--- config.mk ---
export PLATFORM = sky130hd
export DESIGN_NAME = step_clock_ctrl
export DESIGN_NICKNAME = d
export VERILOG_FILES = /design/src/rtl/step_clock_ctrl.sv
export SDC_FILE = /design/constraint.sdc
export NUM_CORES = 1
export LEC_CHECK = 0
export BUFFER_PORTS_ARGS = -buffer_cell sky130_fd_sc_hd__buf_2
export CORE_MARGIN = 2
export CORE_UTILIZATION = 35
export CTS_BUF_LIST = sky130_fd_sc_hd__clkbuf_16
export DETAILED_ROUTE_END_ITERATION = 12
export PLACE_DENSITY_LB_ADDON = 0.05
export SLEW_MARGIN = 20
export SYNTH_ARGS = -nofsm -noshare
export SYNTH_HDL_FRONTEND = slang
export SYNTH_SLANG_ARGS = --single-unit
--- constraint.sdc ---
create_clock -name clockIn -period 2.37 [get_ports clockIn]
set_input_delay 0.237 -clock clockIn [delete_from_list [all_inputs] [get_ports clockIn]]
set_output_delay 0.237 -clock clockIn [all_outputs]
set_load 0.01 [all_outputs]
--- src/rtl/step_clock_ctrl.sv ---
// step_clock_ctrl
//   Turns a bouncy step pushbutton or a divided slow clock into single-cycle
//   advance strobes for a pipelined CPU. Three modes:
//     STEP (00): one strobe per debounced button press
//     RUN  (01): one strobe per rising edge of slowTick
//     HALT (10): no strobes; left only through reset
//   Ports:
//     clockIn    - board clock, all state on its rising edge
//     reset      - asynchronous, active-high
//     slowTick   - divided clock level (clockIn domain)
//     stepButton - raw pushbutton (asynchronous)
//     runSwitch  - raw slide switch (asynchronous), 1 = run, 0 = step
//     haltReq    - synchronous halt request from the CPU
//     cpuEnable  - registered one-cycle advance strobe
//     cycleCount - strobes issued since reset, wraps at 2^32
//     mode       - current FSM state for the LEDs
module step_clock_ctrl #(
  parameter int DEBOUNCE_LEN = 500000
) (
  input  logic        clockIn,
  input  logic        reset,
  input  logic        slowTick,
  input  logic        stepButton,
  input  logic        runSwitch,
  input  logic        haltReq,
  output logic        cpuEnable,
  output logic [31:0] cycleCount,
  output logic [1:0]  mode
);

  localparam logic [19:0] LAST_CNT = 20'(DEBOUNCE_LEN - 1);

  typedef enum logic [1:0] {
    ST_STEP = 2'b00,
    ST_RUN  = 2'b01,
    ST_HALT = 2'b10
  } state_t;

  // Two-flop synchronizers for the asynchronous board inputs
  logic [1:0] r_btn_sync;
  logic [1:0] r_run_sync;

  always_ff @(posedge clockIn or posedge reset) begin
    if (reset) begin
      r_btn_sync <= 2'b00;
      r_run_sync <= 2'b00;
    end else begin
      r_btn_sync <= {r_btn_sync[0], stepButton};
      r_run_sync <= {r_run_sync[0], runSwitch};
    end
  end

  logic w_btn_s;
  logic w_run_s;
  assign w_btn_s = r_btn_sync[1];
  assign w_run_s = r_run_sync[1];

  // Debouncer: counts consecutive cycles the synchronized button disagrees
  // with the accepted level; flips the level on the cycle the count would
  // reach DEBOUNCE_LEN.
  logic        r_db_level;
  logic [19:0] r_db_cnt;
  logic        w_db_flip;
  logic        w_step_edge;

  assign w_db_flip   = (w_btn_s != r_db_level) && (r_db_cnt == LAST_CNT);
  assign w_step_edge = w_db_flip && !r_db_level;

  always_ff @(posedge clockIn or posedge reset) begin
    if (reset) begin
      r_db_level <= 1'b0;
      r_db_cnt   <= '0;
    end else if (w_btn_s == r_db_level) begin
      r_db_cnt   <= '0;
    end else if (w_db_flip) begin
      r_db_level <= ~r_db_level;
      r_db_cnt   <= '0;
    end else begin
      r_db_cnt   <= r_db_cnt + 20'd1;
    end
  end

  // Rising-edge detect on slowTick. r_tick_armed stays low until slowTick
  // has been seen low once after reset, so a tick already high at release
  // cannot masquerade as an edge.
  logic r_slow_q;
  logic r_tick_armed;
  logic w_tick_edge;

  assign w_tick_edge = slowTick && !r_slow_q && r_tick_armed;

  always_ff @(posedge clockIn or posedge reset) begin
    if (reset) begin
      r_slow_q     <= 1'b0;
      r_tick_armed <= 1'b0;
    end else begin
      r_slow_q     <= slowTick;
      r_tick_armed <= r_tick_armed | ~slowTick;
    end
  end

  // Mode FSM with registered strobe. The strobe is decided by the state
  // before any transition; the ~r_cpu_enable term keeps a STEP->RUN switch
  // from producing back-to-back strobes.
  state_t r_state;
  logic   r_cpu_enable;

  always_ff @(posedge clockIn or posedge reset) begin
    if (reset) begin
      r_state      <= ST_STEP;
      r_cpu_enable <= 1'b0;
    end else begin
      r_cpu_enable <= 1'b0;
      case (r_state)
        ST_STEP: begin
          if (haltReq) begin
            r_state <= ST_HALT;
          end else begin
            r_cpu_enable <= w_step_edge && !r_cpu_enable;
            if (w_run_s) r_state <= ST_RUN;
          end
        end
        ST_RUN: begin
          if (haltReq) begin
            r_state <= ST_HALT;
          end else begin
            r_cpu_enable <= w_tick_edge && !r_cpu_enable;
            if (!w_run_s) r_state <= ST_STEP;
          end
        end
        default: r_state <= ST_HALT;
      endcase
    end
  end

  logic [31:0] r_cycle_count;

  always_ff @(posedge clockIn or posedge reset) begin
    if (reset)             r_cycle_count <= '0;
    else if (r_cpu_enable) r_cycle_count <= r_cycle_count + 32'd1;
  end

  assign cpuEnable  = r_cpu_enable;
  assign cycleCount = r_cycle_count;
  assign mode       = r_state;

endmodule
==> results of run 1 <==
## critical path: cells and delay by family (launching register included)
family | cells | cell delay [ps]
and+or+nand+nor | 3 | 1170
DFF | 1 | 400
adders and majority gates | 1 | 240
AOI/OAI and AO/OA | 1 | 150
## synth_stat cells, drive strengths merged, types with 5 or more instances
cell,n
nor4,5
nand3,14
inv,8
nor3,5
nand2,15
xnor2,36
xor2,11
dfrtp,62
and3,5
nor2,27
nand4,23
## cell families (layout without fill, tap and decap cells)
family,Yosys count,after routing,synth area share
compound gates,9,9,0.0209
xor+xnor,47,47,0.150
fa+ha+maj,2,2,0.00910
buf+inv,12,71,0.0168
flops,62,62,0.564
mux,2,2,0.00819
simple gates,111,111,0.231
## sequential cells by signal (all words and copies together) (netlist names)
register / flops
r_db_level: 1
cpuEnable: 1
mode: 2
r_tick_armed: 1
r_run_sync: 2
cycleCount: 32
r_btn_sync: 2
r_slow_q: 1
r_db_cnt: 20
## worst paths after layout
path / end / slack, ps / cells after the start
worst max-delay path: r_db_cnt[18] / 350 / 5
worst min-delay path: r_btn_sync[0] / 20 / 1
worst max register to register: r_db_cnt[18] / 350 / 5
worst min register to register: r_btn_sync[1] / 350 / 0
max in group asynchronous: cycleCount[28] / 1570 / 4
min in group asynchronous: cycleCount[0] / 530 / 4
## layer usage
| metal | global-route usage | up-vias |
|---|---|---|
| li1 | - | 961 |
| met1 | 0.205 | 981 |
| met2 | 0.201 | 32 |
| met3 | 0.0350 | 10 |
| met4 | 0.0662 | 0 |
| met5 | 0 | - |
## power groups by stage
stage          registers, mW  logic, mW  clock network, mW
2_1_floorplan           1.10     0.0304                  0
3_3_place_gp            1.10     0.0530                  0
3_5_place_dp            1.10     0.0521                  0
4_1_cts                 1.08     0.0535               1.33
5_1_grt                 1.08     0.0596               1.38
6_report                1.08     0.0502               1.29
## cell type report
class	count	area [sq um]	share of cell area
Sequential cell	62	1550	0.453
Clock buffer	9	225	0.0657
Inverter	8	30.0	0.00876
Tap cell	102	128	0.0372
Clock inverter	7	75.1	0.0219
Multi-Input combinational cell	171	1150	0.336
Timing Repair Buffer	47	268	0.0781
## what timing repair did
| action | in CTS | in global routing |
|---|---|---|
| hold buffers | 1 | 0 |
| hold endpoints to repair | 55 | 0 |
| setup buffers | 0 | 0 |
## metrics by stage
stage	cells	util	cell area, sq um	power (mW)	setup WS (ps)
2_1_floorplan	245	-	2750	1.13	475
3_3_place_gp	389	0.406	3120	1.15	410
3_5_place_dp	389	0.406	3120	1.15	372
4_1_cts	406	0.446	3430	2.46	358
5_1_grt	406	0.446	3430	2.52	254
6_report	406	0.446	3430	2.42	355
==> results.toml, run 1 <==
[clocking]
clockBufferDepth = 2
clk_latency_ps = 320
cts_htree_levels = 3
clk_pin_slew_worst_paths_ps = 60
cts_inserted_buffers = 9
clock-sinks = 62
cts.repair.resized = 0
cts_tree = "done"
cts_root_buf = "clkbuf_16"

[worst_setup_path]
startpoint = "r_db_cnt[0]"
worstPathRequired_ps = 2620
crit_path_max_incr_delay_ps = 590
rr_startpoint = "r_db_cnt[0]"
worst_setup_path_end_kind = "flip-flop"
path_cells = "ha_1 > nand3_2 > or4_4 > or4_1 > a21oi_1"
critical_path.max_fanout = 7
cp_data_arrival_time_ps = 2260
path_class = "flip-flop to flip-flop"
cpMaxStageDelayCell = "or4_4"
start_kind = "flip-flop"

[layout]
num-fill-cells = 745
nets = 307
layout_common_cells = "62 x dfrtp_1, 40 x buf_2, 36 x xnor2_1"
n_antenna_cell = 0
areaGrowthSynthToFinish_pct = 24.7
drive_above_1_share = 0.237
layout_commonest_cell = "dfrtp_1"

[drt]
drt-met1-wl_um = 2770
drt_iter0_drc = 121
wl_met2_um = 2400
wl_per_cell_um = 13.4
drt_wl_total_um = 5450
viasPerCell = 4.89
ant_nets = 0
met3WireLength_um = 181
drt_pre_antenna_iters = 4
route.vias.total = 1984
drc = 0
top_layer = "met4"

[die]
die_y_um = 92.6
die_width_um = 92.6
start_util = 0.358
core_sq_mm = 0.00769
die_area_sq_mm = 0.00858
rows = 32
ioPinCount = 41

[placed_design]
io_buffers = 40
gp_congestion = 0.730
dp_hpwl_um = 3670

[timing]
period_needed_ps = 2020
final.setup_skew_ps = 4.56
fmax_mhz = 496
drv_slew = 0
max_slew_margin = 0.584
rsz0062_at_grt = "no"
setup_viol = 0
hold_violations = 0
fin_crit_sh = 0.850
holdWs_ps = 19.4
final.setup.tns_ps = 0
worst_pin_slew_ps = 619

[synth]
synth_edf_count = 0
syn_nets = 253
synthCells = 245
yosys.area.top_type_share = 0.564
synth_area_leaders = "dfrtp_1 56%, xnor2_1 11%, nand4_1 5.0%"
synth_area_leader_cell = "dfrtp_1"
ys.flop_type = "dfrtp_1"
syn_area_sq_mm = 0.00275
ys_warn_count = 0
yosysSeqAreaShare = 0.564
ys_types = 34
ys_ff_latch = 62
async_reset_ff_frac = 1.00
avgSynthCellArea_sq_um = 11.2

[flow_run]
max-cap-violations = 0

[pwr]
power_frac_comb = 0.021
pwr-share-clk = 0.534
vdd_drop_max_mv = 0.377
switching_share = 0.215
p_seq_frac = 0.445
p_per_area_mw_per_mm2 = 706
switchingPower_mw = 0.522
p_int_mw = 1.90
cellLeakagePower_nw = 1.58

[worst_hold_path]
hp-start = "stepButton"
hold_path.class = "input pin to flip-flop"

[outcome]
outcome = "complete, no violations"

[global_route]
grt_pass1_vias = 1881
grt_remaining_overflow = 0
grt_max_degree = 63
grtUsageTotal = 0.142
grt_pass1_wl_um = 9430
antenna_found_initial = 0
No activity file was read; power rests on OpenSTA's default activity.
==> run 2: changes to the inputs <==
- clock period: 2.37 -> 1.7 ns (I/O delays scaled with it)
==> results.toml, run 2 (synthesis results as in run 1) <==
[drt]
drt_wl_total_um = 6050
drt_iter0_drc = 82
drc = 0
route.vias.total = 2102
ant_nets = 0
wl_per_cell_um = 13.8
drt_pre_antenna_iters = 5
viasPerCell = 4.81

[timing]
final.setup_skew_ps = 4.43
final.setup.tns_ps = 0
period_needed_ps = 1690
setup_viol = 0
drv_slew = 0
worst_pin_slew_ps = 400
max_slew_margin = 0.732
hold_violations = 0
rsz0062_at_grt = "yes"
fin_crit_sh = 0.994
setup_ws_ps = 9.88
holdWs_ps = 69.2
fmax_mhz = 592

[die]
die_width_um = 92.6
ioPinCount = 41
die_area_sq_mm = 0.00858
die_y_um = 92.6
start_util = 0.358
rows = 32
core_sq_mm = 0.00769

[pwr]
vdd_drop_max_mv = 0.508
p_per_area_mw_per_mm2 = 960
cellLeakagePower_nw = 1.79
p_int_mw = 2.95
switching_share = 0.190
switchingPower_mw = 0.692
power_frac_comb = 0.030
pwr-share-clk = 0.557
p_seq_frac = 0.413

[layout]
layout_commonest_cell = "dfrtp_1"
layout_common_cells = "62 x dfrtp_1, 40 x buf_2, 36 x xnor2_1"
num-fill-cells = 756
largest_reg_flops = 32
nets = 339
n_antenna_cell = 0
drive_above_1_share = 0.304
areaGrowthSynthToFinish_pct = 37.9
fin_cells = 437

[outcome]
outcome = "complete, no violations"

[worst_setup_path]
worstPathRequired_ps = 1950
start_kind = "flip-flop"
cp_data_arrival_time_ps = 1940
path_class = "flip-flop to flip-flop"
worst_setup_path_end_kind = "flip-flop"
r2r_slack_ps = 10
critical_path.max_fanout = 3

[global_route]
grt_pass1_vias = 2097
grt_pass1_wl_um = 10400
antenna_found_initial = 0
grtUsageTotal = 0.156
grt_remaining_overflow = 0
grt_max_degree = 34

[worst_hold_path]
hold_path.class = "input pin to flip-flop"

[clocking]
cts_tree = "done"
clockBufferDepth = 2
clk_latency_ps = 320
cts_inserted_buffers = 9
cts_root_buf = "clkbuf_16"
clock-sinks = 62
cts_htree_levels = 3
clk_pin_slew_worst_paths_ps = 50

[placed_design]
dp.cells = 414
gp_congestion = 0.737
dp_slack_ps = 3.42
io_buffers = 40
dp_hpwl_um = 3980

[flow_run]
max-cap-violations = 0
run 2: what timing repair did:
action	in CTS	in global routing
cloned	0	1
endpoints found under the hold margin	18	0
hold buffers	4	0
resized for setup	0	5
buffers inserted	1	2
setup endpoints to repair	1	21
pin swaps	2	2
run 2: power groups by stage:
| stage | Sequential [mW] | Clock, mW | Combinational [mW] |
|---|---|---|---|
| 2_1_floorplan | 1.53 | 0 | 0.0454 |
| 3_3_place_gp | 1.53 | 0 | 0.0959 |
| 3_5_place_dp | 1.53 | 0 | 0.0972 |
| 4_1_cts | 1.50 | 2.08 | 0.106 |
| 5_1_grt | 1.50 | 2.15 | 0.126 |
| 6_report | 1.50 | 2.03 | 0.110 |
run 2: area by class of cell:
cell class                      instances  area, sq um  area share
Clock buffer                            9          225      0.0594
Clock inverter                          6          101      0.0267
Inverter                                8         33.8     0.00891
Multi-Input combinational cell        171         1200       0.318
Sequential cell                        62         1550       0.409
Tap cell                              102          128      0.0337
Timing Repair Buffer                   79          546       0.144
run 2: path summary, 6_finish.rpt:
check,start,end,cells after the start
hold reg to reg,r_btn_sync[0],r_btn_sync[1],0
min in group asynchronous,reset,r_run_sync[1],3
setup reg to reg,r_db_cnt[5],r_db_cnt[18],4
max in group asynchronous,reset,cycleCount[5],4
setup / recovery,r_db_cnt[5],r_db_cnt[18],4
hold / removal,haltReq,mode[1],2
run 2: through the flow:
step	total power [mW]	utilization	instance area [sq um]
final	3.64	0.493	3790
after global routing	3.78	0.493	3790
after CTS	3.69	0.485	3720
after detailed placement	1.62	0.436	3350
after global placement	1.62	0.436	3350
after floorplan	1.58	-	2780
run 2: critical path, cell delays in order, from the launching register on:
cell     delay, ps
dfrtp_1        410
nand4_4        130
or4_4          530
or4_4          420
a21oi_1        130
run 2: per-layer routing:
metal,vias up,track usage,part of all wire
li1,1033,-,-
met1,1021,0.224,0.51
met2,39,0.224,0.44
met3,9,0.0407,0.035
met4,0,0.0662,0.016
met5,-,0,0
